`src/rtl/rifl_rx_frame_aligner_if.sv`:
```
// Purpose : bundles the raw GT word input and the aligned-word / status outputs of the RX frame aligner.
// Latency : none (signal container only).
// Backpressure: none; the GT delivers one word per clock and the consumer must accept every word.
//
// Ports (master = aligner side):
//   gt_rx_data       raw unaligned transceiver word
//   rx_data          aligned word
//   rx_data_valid    rx_data is locked payload
//   rx_sof           rx_data is word 0 of a frame
//   rx_aligned       lock status back to the GT wrapper
//   bit_offset       current bit-slip position
//   word_phase_slips saturating slip count since reset
interface rifl_rx_frame_aligner_if #(
  parameter int DWIDTH = 64
);
  logic [DWIDTH-1:0]         gt_rx_data;
  logic [DWIDTH-1:0]         rx_data;
  logic                      rx_data_valid;
  logic                      rx_sof;
  logic                      rx_aligned;
  logic [$clog2(DWIDTH)-1:0] bit_offset;
  logic [15:0]               word_phase_slips;

  modport master (
    input  gt_rx_data,
    output rx_data, rx_data_valid, rx_sof, rx_aligned, bit_offset, word_phase_slips
  );

  modport slave (
    output gt_rx_data,
    input  rx_data, rx_data_valid, rx_sof, rx_aligned, bit_offset, word_phase_slips
  );
endinterface

```
`src/rtl/rifl_rx_frame_aligner.sv`:
```
// Purpose : finds the 2-bit sync header of each frame in the raw GT word stream by bit-slip plus
//           word-phase search, then emits aligned words with start-of-frame marking and lock status.
// Latency : fixed; the first bit of an aligned word appears on rx_data two clocks after the GT word
//           that carries it was presented.
// Backpressure: none; one word in and one word out every clock.
//
// Ports: clk / rst_n (async active-low) plain; everything else on the master modport of
//        rifl_rx_frame_aligner_if (gt_rx_data in; rx_data, rx_data_valid, rx_sof, rx_aligned,
//        bit_offset, word_phase_slips out).
module rifl_rx_frame_aligner #(
  parameter int DWIDTH      = 64,
  parameter int FRAME_WIDTH = 256,
  parameter int LOCK_CNT    = 64,
  parameter int ERR_WINDOW  = 1024,
  parameter int ERR_LIMIT   = 16
) (
  input  logic                     clk,
  input  logic                     rst_n,
  rifl_rx_frame_aligner_if.master  bus
);

  localparam int RATIO = FRAME_WIDTH / DWIDTH;
  localparam int FCW   = $clog2(RATIO);
  localparam int SCW   = $clog2(RATIO) + 1;
  localparam int BW    = $clog2(DWIDTH);
  localparam int GW    = $clog2(LOCK_CNT + 1);
  localparam int WW    = $clog2(ERR_WINDOW + 1);
  localparam int EW    = $clog2(ERR_LIMIT + 1);

  localparam logic [SCW-1:0] SLIP_WRAP = SCW'(RATIO);
  localparam logic [BW-1:0]  BO_LAST   = BW'(DWIDTH - 1);
  localparam logic [GW-1:0]  GOOD_LAST = GW'(LOCK_CNT - 1);
  localparam logic [WW-1:0]  WIN_END   = WW'(ERR_WINDOW);
  localparam logic [EW-1:0]  ERR_END   = EW'(ERR_LIMIT);

  typedef enum logic {HUNT, LOCKED} state_t;

  state_t            state, state_nxt;
  logic [DWIDTH-1:0] prev;
  logic              prev_vld;     // prev holds a real GT word (not the reset value)
  logic [FCW-1:0]    fc;
  logic [SCW-1:0]    slip_cnt;     // consecutive word slips at the current bit offset
  logic [BW-1:0]     bit_off;
  logic [15:0]       slips;
  logic [GW-1:0]     good_cnt, good_nxt;
  logic [WW-1:0]     win_cnt, win_nxt, win_inc;
  logic [EW-1:0]     err_cnt, err_nxt, err_inc;

  logic [2*DWIDTH-1:0] concat;
  logic [DWIDTH-1:0]   cand;
  logic [1:0]          hdr;
  logic                hdr_ok;
  logic                check;
  logic                slip;
  logic                word_slip;
  logic                bit_slip;

  logic [DWIDTH-1:0] rx_data_q;
  logic              rx_valid_q;
  logic              rx_sof_q;
  logic              rx_aligned_q;

  assign concat = {prev, bus.gt_rx_data};
  assign cand   = concat[2*DWIDTH-1-int'(bit_off) -: DWIDTH];
  assign hdr    = cand[DWIDTH-1 -: 2];

  // Checks wait for prev to hold real data so a clean stream from reset locks without slipping.
  assign check  = prev_vld && (fc == '0);

  // Only the two legal patterns qualify; an unknown header falls to the default (invalid).
  always_comb begin
    hdr_ok = 1'b0;
    case (hdr)
      2'b01, 2'b10: hdr_ok = 1'b1;
      default:      hdr_ok = 1'b0;
    endcase
  end

  always_comb begin
    state_nxt = state;
    good_nxt  = good_cnt;
    win_nxt   = win_cnt;
    err_nxt   = err_cnt;
    slip      = 1'b0;
    win_inc   = win_cnt + 1'b1;
    err_inc   = err_cnt + {{(EW-1){1'b0}}, ~hdr_ok};
    if (check) begin
      case (state)
        HUNT: begin
          if (hdr_ok) begin
            if (good_cnt == GOOD_LAST) begin
              state_nxt = LOCKED;
              good_nxt  = '0;
            end else begin
              good_nxt = good_cnt + 1'b1;
            end
          end else begin
            good_nxt = '0;
            slip     = 1'b1;
          end
        end
        LOCKED: begin
          // Loss of lock is tested first so it wins over a coincident window end.
          if (err_inc == ERR_END) begin
            state_nxt = HUNT;
            good_nxt  = '0;
            win_nxt   = '0;
            err_nxt   = '0;
            slip      = 1'b1;
          end else if (win_inc == WIN_END) begin
            win_nxt = '0;
            err_nxt = '0;
          end else begin
            win_nxt = win_inc;
            err_nxt = err_inc;
          end
        end
        default: state_nxt = HUNT;
      endcase
    end
  end

  // Each bit offset gets RATIO word slips (one full lap of phases) before the bit offset moves.
  assign word_slip = slip && (slip_cnt != SLIP_WRAP);
  assign bit_slip  = slip && (slip_cnt == SLIP_WRAP);

  always_ff @(posedge clk or negedge rst_n) begin
    if (!rst_n) begin
      state        <= HUNT;
      prev         <= '0;
      prev_vld     <= 1'b0;
      fc           <= '0;
      slip_cnt     <= '0;
      bit_off      <= '0;
      slips        <= '0;
      good_cnt     <= '0;
      win_cnt      <= '0;
      err_cnt      <= '0;
      rx_data_q    <= '0;
      rx_valid_q   <= 1'b0;
      rx_sof_q     <= 1'b0;
      rx_aligned_q <= 1'b0;
    end else begin
      state    <= state_nxt;
      prev     <= bus.gt_rx_data;
      prev_vld <= 1'b1;
      good_cnt <= good_nxt;
      win_cnt  <= win_nxt;
      err_cnt  <= err_nxt;

      // Holding fc for one cycle re-labels the following word as word 0.
      if (prev_vld && !word_slip) begin
        fc <= fc + 1'b1;
      end

      if (word_slip) begin
        slip_cnt <= slip_cnt + 1'b1;
      end else if (bit_slip) begin
        slip_cnt <= '0;
        bit_off  <= (bit_off == BO_LAST) ? '0 : bit_off + 1'b1;
      end

      if (slip && (slips != 16'hFFFF)) begin
        slips <= slips + 1'b1;
      end

      rx_data_q    <= cand;
      rx_aligned_q <= (state_nxt == LOCKED);
      rx_valid_q   <= (state_nxt == LOCKED) && prev_vld;
      rx_sof_q     <= check && (state_nxt == LOCKED);
    end
  end

  assign bus.rx_data          = rx_data_q;
  assign bus.rx_data_valid    = rx_valid_q;
  assign bus.rx_sof           = rx_sof_q;
  assign bus.rx_aligned       = rx_aligned_q;
  assign bus.bit_offset       = bit_off;
  assign bus.word_phase_slips = slips;

endmodule
```
`src/flat_wrapper.sv`:
```
// flat-port wrapper written by rule: the top's interface ports become plain ports
module rifl_rx_frame_aligner_flat 
#(
  parameter int DWIDTH      = 64,
  parameter int FRAME_WIDTH = 256,
  parameter int LOCK_CNT    = 64,
  parameter int ERR_WINDOW  = 1024,
  parameter int ERR_LIMIT   = 16
)
  (clk, rst_n, bus_gt_rx_data, bus_rx_data, bus_rx_data_valid, bus_rx_sof, bus_rx_aligned, bus_bit_offset, bus_word_phase_slips);
  rifl_rx_frame_aligner_if #(.DWIDTH(DWIDTH)) bus_i ();
  input  logic clk;
  input  logic rst_n;
  input wire logic [$bits(bus_i.gt_rx_data)-1:0] bus_gt_rx_data;
  output wire logic [$bits(bus_i.rx_data)-1:0] bus_rx_data;
  output wire logic [$bits(bus_i.rx_data_valid)-1:0] bus_rx_data_valid;
  output wire logic [$bits(bus_i.rx_sof)-1:0] bus_rx_sof;
  output wire logic [$bits(bus_i.rx_aligned)-1:0] bus_rx_aligned;
  output wire logic [$bits(bus_i.bit_offset)-1:0] bus_bit_offset;
  output wire logic [$bits(bus_i.word_phase_slips)-1:0] bus_word_phase_slips;
  assign bus_i.gt_rx_data = bus_gt_rx_data;
  assign bus_rx_data = bus_i.rx_data;
  assign bus_rx_data_valid = bus_i.rx_data_valid;
  assign bus_rx_sof = bus_i.rx_sof;
  assign bus_rx_aligned = bus_i.rx_aligned;
  assign bus_bit_offset = bus_i.bit_offset;
  assign bus_word_phase_slips = bus_i.word_phase_slips;
  rifl_rx_frame_aligner #(.DWIDTH(DWIDTH), .FRAME_WIDTH(FRAME_WIDTH), .LOCK_CNT(LOCK_CNT), .ERR_WINDOW(ERR_WINDOW), .ERR_LIMIT(ERR_LIMIT)) u_core (.clk(clk), .rst_n(rst_n), .bus(bus_i));
endmodule
```
`config.mk`:
```
export PLATFORM = sky130hd
export DESIGN_NAME = rifl_rx_frame_aligner_flat
export DESIGN_NICKNAME = d
export VERILOG_FILES = /design/src/rtl/rifl_rx_frame_aligner_if.sv /design/src/rtl/rifl_rx_frame_aligner.sv /design/src/flat_wrapper.sv
export SDC_FILE = /design/constraint.sdc
export NUM_CORES = 1
export LEC_CHECK = 0
export ABC_AREA = 1
export CORE_AREA = 2 2 197 199
export DETAILED_ROUTE_END_ITERATION = 8
export DIE_AREA = 0 0 199 201
export SLEW_MARGIN = 30
export SYNTH_ARGS = -nofsm -noshare
export SYNTH_HDL_FRONTEND = slang
export SYNTH_SLANG_ARGS = --single-unit
```
`constraint.sdc`:
```
create_clock -name clk -period 4.5 [get_ports clk]
set_clock_uncertainty 0.2 [all_clocks]
set_input_delay 1.35 -clock clk [delete_from_list [all_inputs] [get_ports clk]]
set_output_delay 1.35 -clock clk [all_outputs]
set_load 0.05 [all_outputs]
```
# Yosys cells after proc, flatten, opt, wreduce, memory -nomap -nowiden
# Index checks and enable logic that the tools add are counted.
# W data, S select, Z words.
[classes] eq_ne=10 reduce_logical=14 bitwise_logic=3 shift=1 n_mux=21 add_sub_neg=8
[ops] operator="$shiftx A191 B32 Y64" n=1
[ops] operator="$mux W11" n=2
[ops] operator="$mux W7" n=3
[ops] operator="$add A16 B1 Y16 const B" n=1
[ops] operator="$ne A16 B16 Y1 const B" n=1
[ops] operator="$pmux W7 S2" n=1
[ops] operator="$add A11 B1 Y11 const B" n=1
[ops] operator="$eq A11 B11 Y1 const B" n=1
[ops] operator="$mux W5" n=2
[ops] operator="$mux W1" n=8
[ops] operator="$sub A7 B6 Y8 const A" n=1
[ops] operator="$add A7 B1 Y7 const B" n=1
[ops] operator="$eq A7 B6 Y1 const B" n=1
[ops] operator="$logic_and A1 B1 Y1" n=7
[ops] operator="$add A6 B1 Y6 const B" n=1
[ops] operator="$eq A6 B6 Y1 const B" n=1
[ops] operator="$mux W3" n=2
[ops] operator="$mux W6" n=1
[ops] operator="$reduce_and A2 Y1" n=3
[ops] operator="$add A5 B1 Y5" n=1
[ops] operator="$eq A5 B5 Y1 const B" n=1
[ops] operator="$pmux W1 S2" n=2
[ops] operator="$add A3 B1 Y3 const B" n=1
[ops] operator="$eq A3 B3 Y1 const B" n=1
[ops] operator="other kinds (10)" n=12
[totals] out_inout_bits=89 inputBits=66 elab_cells=70 reg_bits=182

# Depth between registers and ports, before layout
[logic_depth] word_depth=14 ltp_mapped=26 mapped_depth_nobuf=23

# Worst setup path before layout
# OpenSTA, ideal clock, no wires.
[synth_timing] kind="input port to flip-flop" start="input port bus_gt_rx_data[63]" end="register u_core.rx_sof_q, in the netlist u_core.bus.rx_sof" slack_ns=0.238 stages=21 setup_time_ns=0.112 arrival_ns=3.951 n_path_buf=0 required_ns=4.188 path_cell_list="nand2_1 -> nand3_1 -> nand3_1 -> nand3_1 -> nand3_1 -> nand2_1 -> nand2_1 -> nand2_2 -> nand2_2 -> nand2_1 -> ha_1 -> ha_1 -> xor2_1 -> nor4_1 -> nand2_1 -> a21oi_1 -> o21ai_0 -> o21ai_0 -> nor2_4 -> nand2_1 -> inv_2"
[synth_via] elab_chain_len=11 elab_cells_between_ends=13 classes_between="add/sub: 1; eq/ne: 3; shift: 1; mux: 5; bitwise: 1; reduce/logical: 2"
[synth_lines] item="from (decl)" line_no="flat_wrapper.sv:14" text="input wire logic [$bits(bus_i.gt_rx_data)-1:0] bus_gt_rx_data;"
[synth_lines] item="$shiftx A191 B32 Y64 *" line_no="rifl_rx_frame_aligner.sv:64" text="assign cand = concat[2*DWIDTH-1-int'(bit_off) -: DWIDTH];"
[synth_lines] item="named net u_core.cand[62]" line_no="rifl_rx_frame_aligner.sv:50" text="logic [DWIDTH-1:0] cand;"
[synth_lines] item="$eq A2 B1 Y1 / $eq A2 B2 Y1 (equally long branches)" line_no="rifl_rx_frame_aligner.sv:73" text="case (hdr)"
[synth_lines] item="$reduce_or A2 Y1 *" line_no="rifl_rx_frame_aligner.sv:73"
[synth_lines] item="$mux W1 *" line_no="rifl_rx_frame_aligner.sv:73"
[synth_lines] item="$not A1 Y1" line_no="rifl_rx_frame_aligner.sv:86" text="err_inc = err_cnt + {{(EW-1){1'b0}}, ~hdr_ok};"
[synth_lines] item="$add A5 B1 Y5" line_no="rifl_rx_frame_aligner.sv:86"
[synth_lines] item="$eq A5 B5 Y1" line_no="rifl_rx_frame_aligner.sv:104" text="if (err_inc == ERR_END) begin"
[synth_lines] item="$mux W1" line_no="rifl_rx_frame_aligner.sv:104"
[synth_lines] item="$pmux W1 S2 *" line_no="rifl_rx_frame_aligner.sv:88" text="case (state)"
[synth_lines] item="$mux W1 *" line_no="rifl_rx_frame_aligner.sv:87" text="if (check) begin"
[synth_lines] item="named net u_core.state_nxt" line_no="rifl_rx_frame_aligner.sv:38" text="state_t state, state_nxt;"
[synth_lines] item="$logic_and A1 B1 Y1 *" line_no="rifl_rx_frame_aligner.sv:170" text="rx_sof_q <= check && (state_nxt == LOCKED);"
[synth_lines] item="to (signal assigned)" line_no="rifl_rx_frame_aligner.sv:170"
[synth_lines] item="to (decl)" line_no="rifl_rx_frame_aligner.sv:60" text="logic rx_sof_q;"
# The timed path passes the listed nets; every way through them passes the cells marked *.
# A chain may end at the register's enable or synchronous reset.

# Worst setup path in the final report
[layout_timing] start="register u_core.bit_off[1], in the netlist u_core.bus.bit_offset[1]" end="register u_core.slips[7], in the netlist u_core.bus.word_phase_slips[7]"
[layout_via] elab_chain_len=12 elab_cells_between_ends=14 classes_between="add/sub: 2; eq/ne: 3; shift: 1; mux: 5; bitwise: 1; reduce/logical: 2"
[layout_lines] item="from (decl)" line_no="rifl_rx_frame_aligner.sv:43" text="logic [BW-1:0] bit_off;"
[layout_lines] item="from (signal assigned)" line_no="rifl_rx_frame_aligner.sv:160" text="bit_off <= (bit_off == BO_LAST) ? '0 : bit_off + 1'b1;"
[layout_lines] item="$sub A7 B6 Y8 *" line_no="rifl_rx_frame_aligner.sv:64"
[layout_lines] item="$shiftx A191 B32 Y64 *" line_no="rifl_rx_frame_aligner.sv:64"
[layout_lines] item="$eq A2 B1 Y1 / $eq A2 B2 Y1 (equally long branches)" line_no="rifl_rx_frame_aligner.sv:73"
[layout_lines] item="$reduce_or A2 Y1 *" line_no="rifl_rx_frame_aligner.sv:73"
[layout_lines] item="$mux W1 *" line_no="rifl_rx_frame_aligner.sv:73"
[layout_lines] item="$not A1 Y1" line_no="rifl_rx_frame_aligner.sv:86"
[layout_lines] item="$add A5 B1 Y5" line_no="rifl_rx_frame_aligner.sv:86"
[layout_lines] item="$eq A5 B5 Y1" line_no="rifl_rx_frame_aligner.sv:104"
[layout_lines] item="$mux W1" line_no="rifl_rx_frame_aligner.sv:104"
[layout_lines] item="$pmux W1 S2 *" line_no="rifl_rx_frame_aligner.sv:88"
[layout_lines] item="$mux W1 *" line_no="rifl_rx_frame_aligner.sv:87"
[layout_lines] item="$logic_and A1 B1 Y1 *" line_no="rifl_rx_frame_aligner.sv:163" text="if (slip && (slips != 16'hFFFF)) begin"
[layout_lines] item="to (signal assigned)" line_no="rifl_rx_frame_aligner.sv:164" text="slips <= slips + 1'b1;"
[layout_lines] item="to (decl)" line_no="rifl_rx_frame_aligner.sv:44" text="logic [15:0] slips;"
# Every way passes the cells marked *; elsewhere a longest branch is shown, timed or not.

==> summary.log <==
INFO  status         run_status=finished clean
INFO  grt            grt_pass1_vias=13000
INFO  setup_path     max_stage_delay=0.44ns
INFO  drt            drt-total-wl=50.7mm
INFO  clock_tree     worstSkewPairLatency=0.47ns
INFO  synth          netlist.top_cell.by_area=sky130_fd_sc_hd__dfrtp_1
INFO  sta            worst_pin_slew=1.05ns
INFO  die            dieWidth=199um
INFO  die            row_count=72
INFO  placed_design  placed_area=15000um^2
INFO  pwr            power_density=515nW/um^2
INFO  drt            drt_pass1_iterations=6
INFO  synth          asyncSetResetFlopFracSynth=100%
INFO  finish         syn2layout_area_growth=19.8%
INFO  sta            final.hold.worst_slack=0.282ns
INFO  synth          post_synth_num_cell_types=49
INFO  clock_tree     cts-root-buf=sky130_fd_sc_hd__clkbuf_16
INFO  grt            grt_max_degree=121
INFO  finish         layout.cells.most_common_list=sky130_fd_sc_hd__nand2_1, sky130_fd_sc_hd__nand3_1, sky130_fd_sc_hd__o21ai_0, sky130_fd_sc_hd__dfrtp_1, sky130_fd_sc_hd__clkdlybuf4s50_1
INFO  die            core-area=38100um^2
INFO  pwr            static-leakage-power=7.17nW
INFO  finish         design.final.nets=2098
INFO  drt            antenna_violating_nets_post_route=0
INFO  sta            setup_violations=0
INFO  synth          syn_inst=1939
INFO  clock_tree     clk_path_buf_depth=2
INFO  finish         layout_commonest_cell=sky130_fd_sc_hd__nand2_1
INFO  clock_tree     htree_num_levels=4
INFO  sta            grt_setup_unrepaired=false
INFO  setup_path     reg2reg_depth=22
INFO  setup_path     flop_to_flop_setup_slack=0.32ns
INFO  die            dieHeight=201um
INFO  synth          synth_ff_type=sky130_fd_sc_hd__dfrtp_1
INFO  drt            detail_route.drc_violations=0
INFO  drt            routed_vias_inst=5.50
INFO  grt            grt.total_usage=25.2%
INFO  grt            overflow=0
INFO  placed_design  gp_congestion=1.01
INFO  drt            drt_iter0_drc=1655
INFO  die            num_io_pins=155
INFO  setup_path     timing_worst_setup_path_type=register to register
INFO  finish         nFillCells=4053
INFO  setup_path     crit_family=simple AND/OR/NAND/NOR gates
INFO  setup_path     cpMaxStageDelayCell=sky130_fd_sc_hd__dfrtp_4
INFO  synth          yosysTopAreaCellShare=34.8%
INFO  setup_path     worstPathBufferInverterCount=4
INFO  synth          synth-warning-count=0
INFO  setup_path     cp.required=4.70ns
INFO  setup_path     timing.critical_path.from=u_core.bus.bit_offset[1]
INFO  clock_tree     cts.clk_slew.worst_paths=0.08ns
INFO  synth          ys_ff_latch=182
INFO  synth          synth_nets=2014
INFO  pwr            worst_ir_drop_vdd=0.000272V
INFO  sta            post-route-min-period=4.18ns
INFO  setup_path     timing.critical_path.depth=22
INFO  setup_path     setup.worst_path.end_class=register
INFO  setup_path     worstSetupStartpointType=register
INFO  clock_tree     cts_tree=yes
INFO  die            starting_density=34.4%
INFO  setup_path     cp_max_fo=120
INFO  finish         register_area=4570um^2
INFO  finish         finalInstanceArea=15700um^2
INFO  synth          synth.area.top_cells=sky130_fd_sc_hd__dfrtp_1, sky130_fd_sc_hd__nand2_1, sky130_fd_sc_hd__nand3_1
INFO  grt            antenna_found_initial=0
INFO  sta            final_hold_viol_count=0
INFO  setup_path     timing.rr.start=u_core.bus.bit_offset[1]
INFO  clock_tree     cts-buffers-inserted=17
INFO  synth          ys_seq_area_share=34.8%
INFO  grt            grt_first_pass_wirelength=76.5mm
INFO  finish         fraction_of_layout_instances_using_a_drive_strength_above_1=6.83%
INFO  sta            relSlewSlack=29.5%
INFO  placed_design  dpl.cell_count=2520
INFO  synth          synth.cell_area=13100um^2
INFO  sta            finalSetupTns=0ns
INFO  sta            achievable-frequency=240MHz
INFO  synth          synth_area_per_cell=6.75um^2
INFO  finish         area_of_the_multi_input_gates=7590um^2
INFO  die            dieArea=40000um^2
INFO  placed_design  portBuffers=154
INFO  setup_path     critical_path.most_common_cell=sky130_fd_sc_hd__nand3_1
INFO  hold_path      type_of_the_worst_min_delay_path=register to register
INFO  synth          synth_enable_flop_cells=0
INFO  sta            report.final.slew_viol_count=0
INFO  setup_path     crit_path_cell_trace=buf_12, nand3_1, nand3_1, nand3_1, nand3_1, nand3_1, nand2_1, nand2_1, nand2_1, ha_1, ha_1, nand3_1, xor2_1, nor4_1, nand2_1, a21oi_1, buf_4, nand2_4, inv_4, buf_8, nand3_1, nand2_1
INFO  drt            routed-via-count=14100
INFO  finish         insertedDiodeCount=0
INFO  finish         post_layout_nonfiller_instances=2554
INFO  run            max_cap_viol_count=0
INFO  clock_tree     postCtsHoldBufs=0
INFO  setup_path     regToRegEndpoint=u_core.bus.word_phase_slips[7]
INFO  placed_design  place.detailed.hpwl=38.7mm
INFO  clock_tree     number_of_clock_sinks=182
INFO  setup_path     worst_ep_arrival_time=4.37ns
INFO  setup_path     crit_end=u_core.bus.word_phase_slips[7]
INFO  drt            wl_per_cell=19.9um
INFO  sta            timing.final.crit_share=92.8%
## timing repair
action                     4_1_cts  5_1_grt
resized for setup                1       12
pin swaps                        0        2
buffers inserted                 0        0
setup endpoints to repair       29       35
gates cloned                     0        2
## cell type report
cell class                      instances  area share, %
Inverter                               72           1.91
Clock inverter                         14          0.846
Clock buffer                           18           2.80
Sequential cell                       182           29.1
Multi-Input combinational cell       1552           48.4
Tap cell                              518           4.13
Timing Repair Buffer                  198           12.8
## cells in the mapped netlist (4+ instances only)
| library cell | instances |
|---|---|
| sky130_fd_sc_hd__nor2_1 | 58 |
| sky130_fd_sc_hd__o211ai_1 | 11 |
| sky130_fd_sc_hd__buf_1 | 29 |
| sky130_fd_sc_hd__o22a_1 | 4 |
| sky130_fd_sc_hd__xor2_1 | 25 |
| sky130_fd_sc_hd__o311ai_0 | 4 |
| sky130_fd_sc_hd__xnor2_1 | 6 |
| sky130_fd_sc_hd__mux2i_1 | 34 |
| sky130_fd_sc_hd__nand2_1 | 682 |
| sky130_fd_sc_hd__clkbuf_1 | 38 |
| sky130_fd_sc_hd__inv_1 | 64 |
| sky130_fd_sc_hd__buf_6 | 8 |
| sky130_fd_sc_hd__nand2_2 | 23 |
| sky130_fd_sc_hd__buf_2 | 47 |
| sky130_fd_sc_hd__nand3_2 | 14 |
| sky130_fd_sc_hd__o221ai_1 | 16 |
| sky130_fd_sc_hd__a31oi_1 | 23 |
| sky130_fd_sc_hd__nand3_1 | 348 |
| sky130_fd_sc_hd__o31ai_1 | 8 |
| sky130_fd_sc_hd__dfrtp_1 | 182 |
| sky130_fd_sc_hd__o22ai_1 | 11 |
| sky130_fd_sc_hd__inv_2 | 4 |
| sky130_fd_sc_hd__ha_1 | 9 |
| sky130_fd_sc_hd__nor3_1 | 11 |
| sky130_fd_sc_hd__o21ai_0 | 201 |
| sky130_fd_sc_hd__buf_4 | 8 |
| sky130_fd_sc_hd__a21oi_1 | 31 |
| sky130_fd_sc_hd__o21a_1 | 11 |
## layer usage
metal  up-vias  part of all wire [%]  routed length, um  track usage [%]
met5         -                     0                  0                0
met4         0                   3.1               1590             8.05
met3        83                   9.6               4880             7.24
met2       649                    42              21200             35.9
met1      6630                    46              23100             36.5
li1       6697                     -                  -                -
## sequential cells by signal, summed over array words and instances, names as in the netlist
signal,cells
u_core.prev_vld,1
u_core.bus.rx_data_valid,1
u_core.prev,64
u_core.win_cnt,11
u_core.bus.rx_data,64
u_core.slip_cnt,3
u_core.bus.rx_sof,1
u_core.err_cnt,5
u_core.state,1
u_core.bus.word_phase_slips,16
u_core.bus.bit_offset,6
u_core.good_cnt,7
u_core.fc,2
## power breakdown
part	switching, mW	internal [mW]	total (mW)	leakage (nW)
Clock	0.749	0.750	1.50	0.286
Sequential	0.222	2.05	2.27	2.21
Combinational	3.02	1.29	4.30	4.67
## how the worst min path moves through the flow
stage,slack (ns),endpoint,start,cells after the start
CTS,0.28,u_core.fc[1],u_core.fc[1],2
detailed placement,0.26,u_core.fc[1],u_core.fc[1],2
floorplan,0.24,u_core.fc[0],u_core.fc[0],2
global placement,0.26,u_core.fc[1],u_core.fc[1],2
finish,0.28,u_core.fc[1],u_core.fc[1],2
global route,0.31,u_core.fc[1],u_core.fc[1],2
## tightest hold or removal path: cells and delay by family (launching register included)
kind,cells,cell delay (ns)
AND/OR/NAND/NOR,2,0.11
flip-flops,1,0.34
## logic make-up after synthesis
group | synth area share (%)
AO/OA/AOI/OAI | 14.2
XOR/XNOR | 2.07
adder cells (fa/ha/maj) | 0.860
buffers and inverters | 7.37
flip-flops | 34.8
multiplexers | 2.60
other | 0.0286
AND/OR/NAND/NOR | 38.1
## per-stage QoR
step | util [%] | total power, mW | setup WS, ns
detailed placement | 39.4 | 6.50 | -0.537
floorplan | - | 4.96 | 0.238
global route | 41.2 | 8.51 | 0.000526
global placement | 39.4 | 6.47 | -0.479
CTS | 40.9 | 8.01 | 0.196
finish | 41.2 | 8.07 | 0.325
No activity file was read; power rests on OpenSTA's default activity.
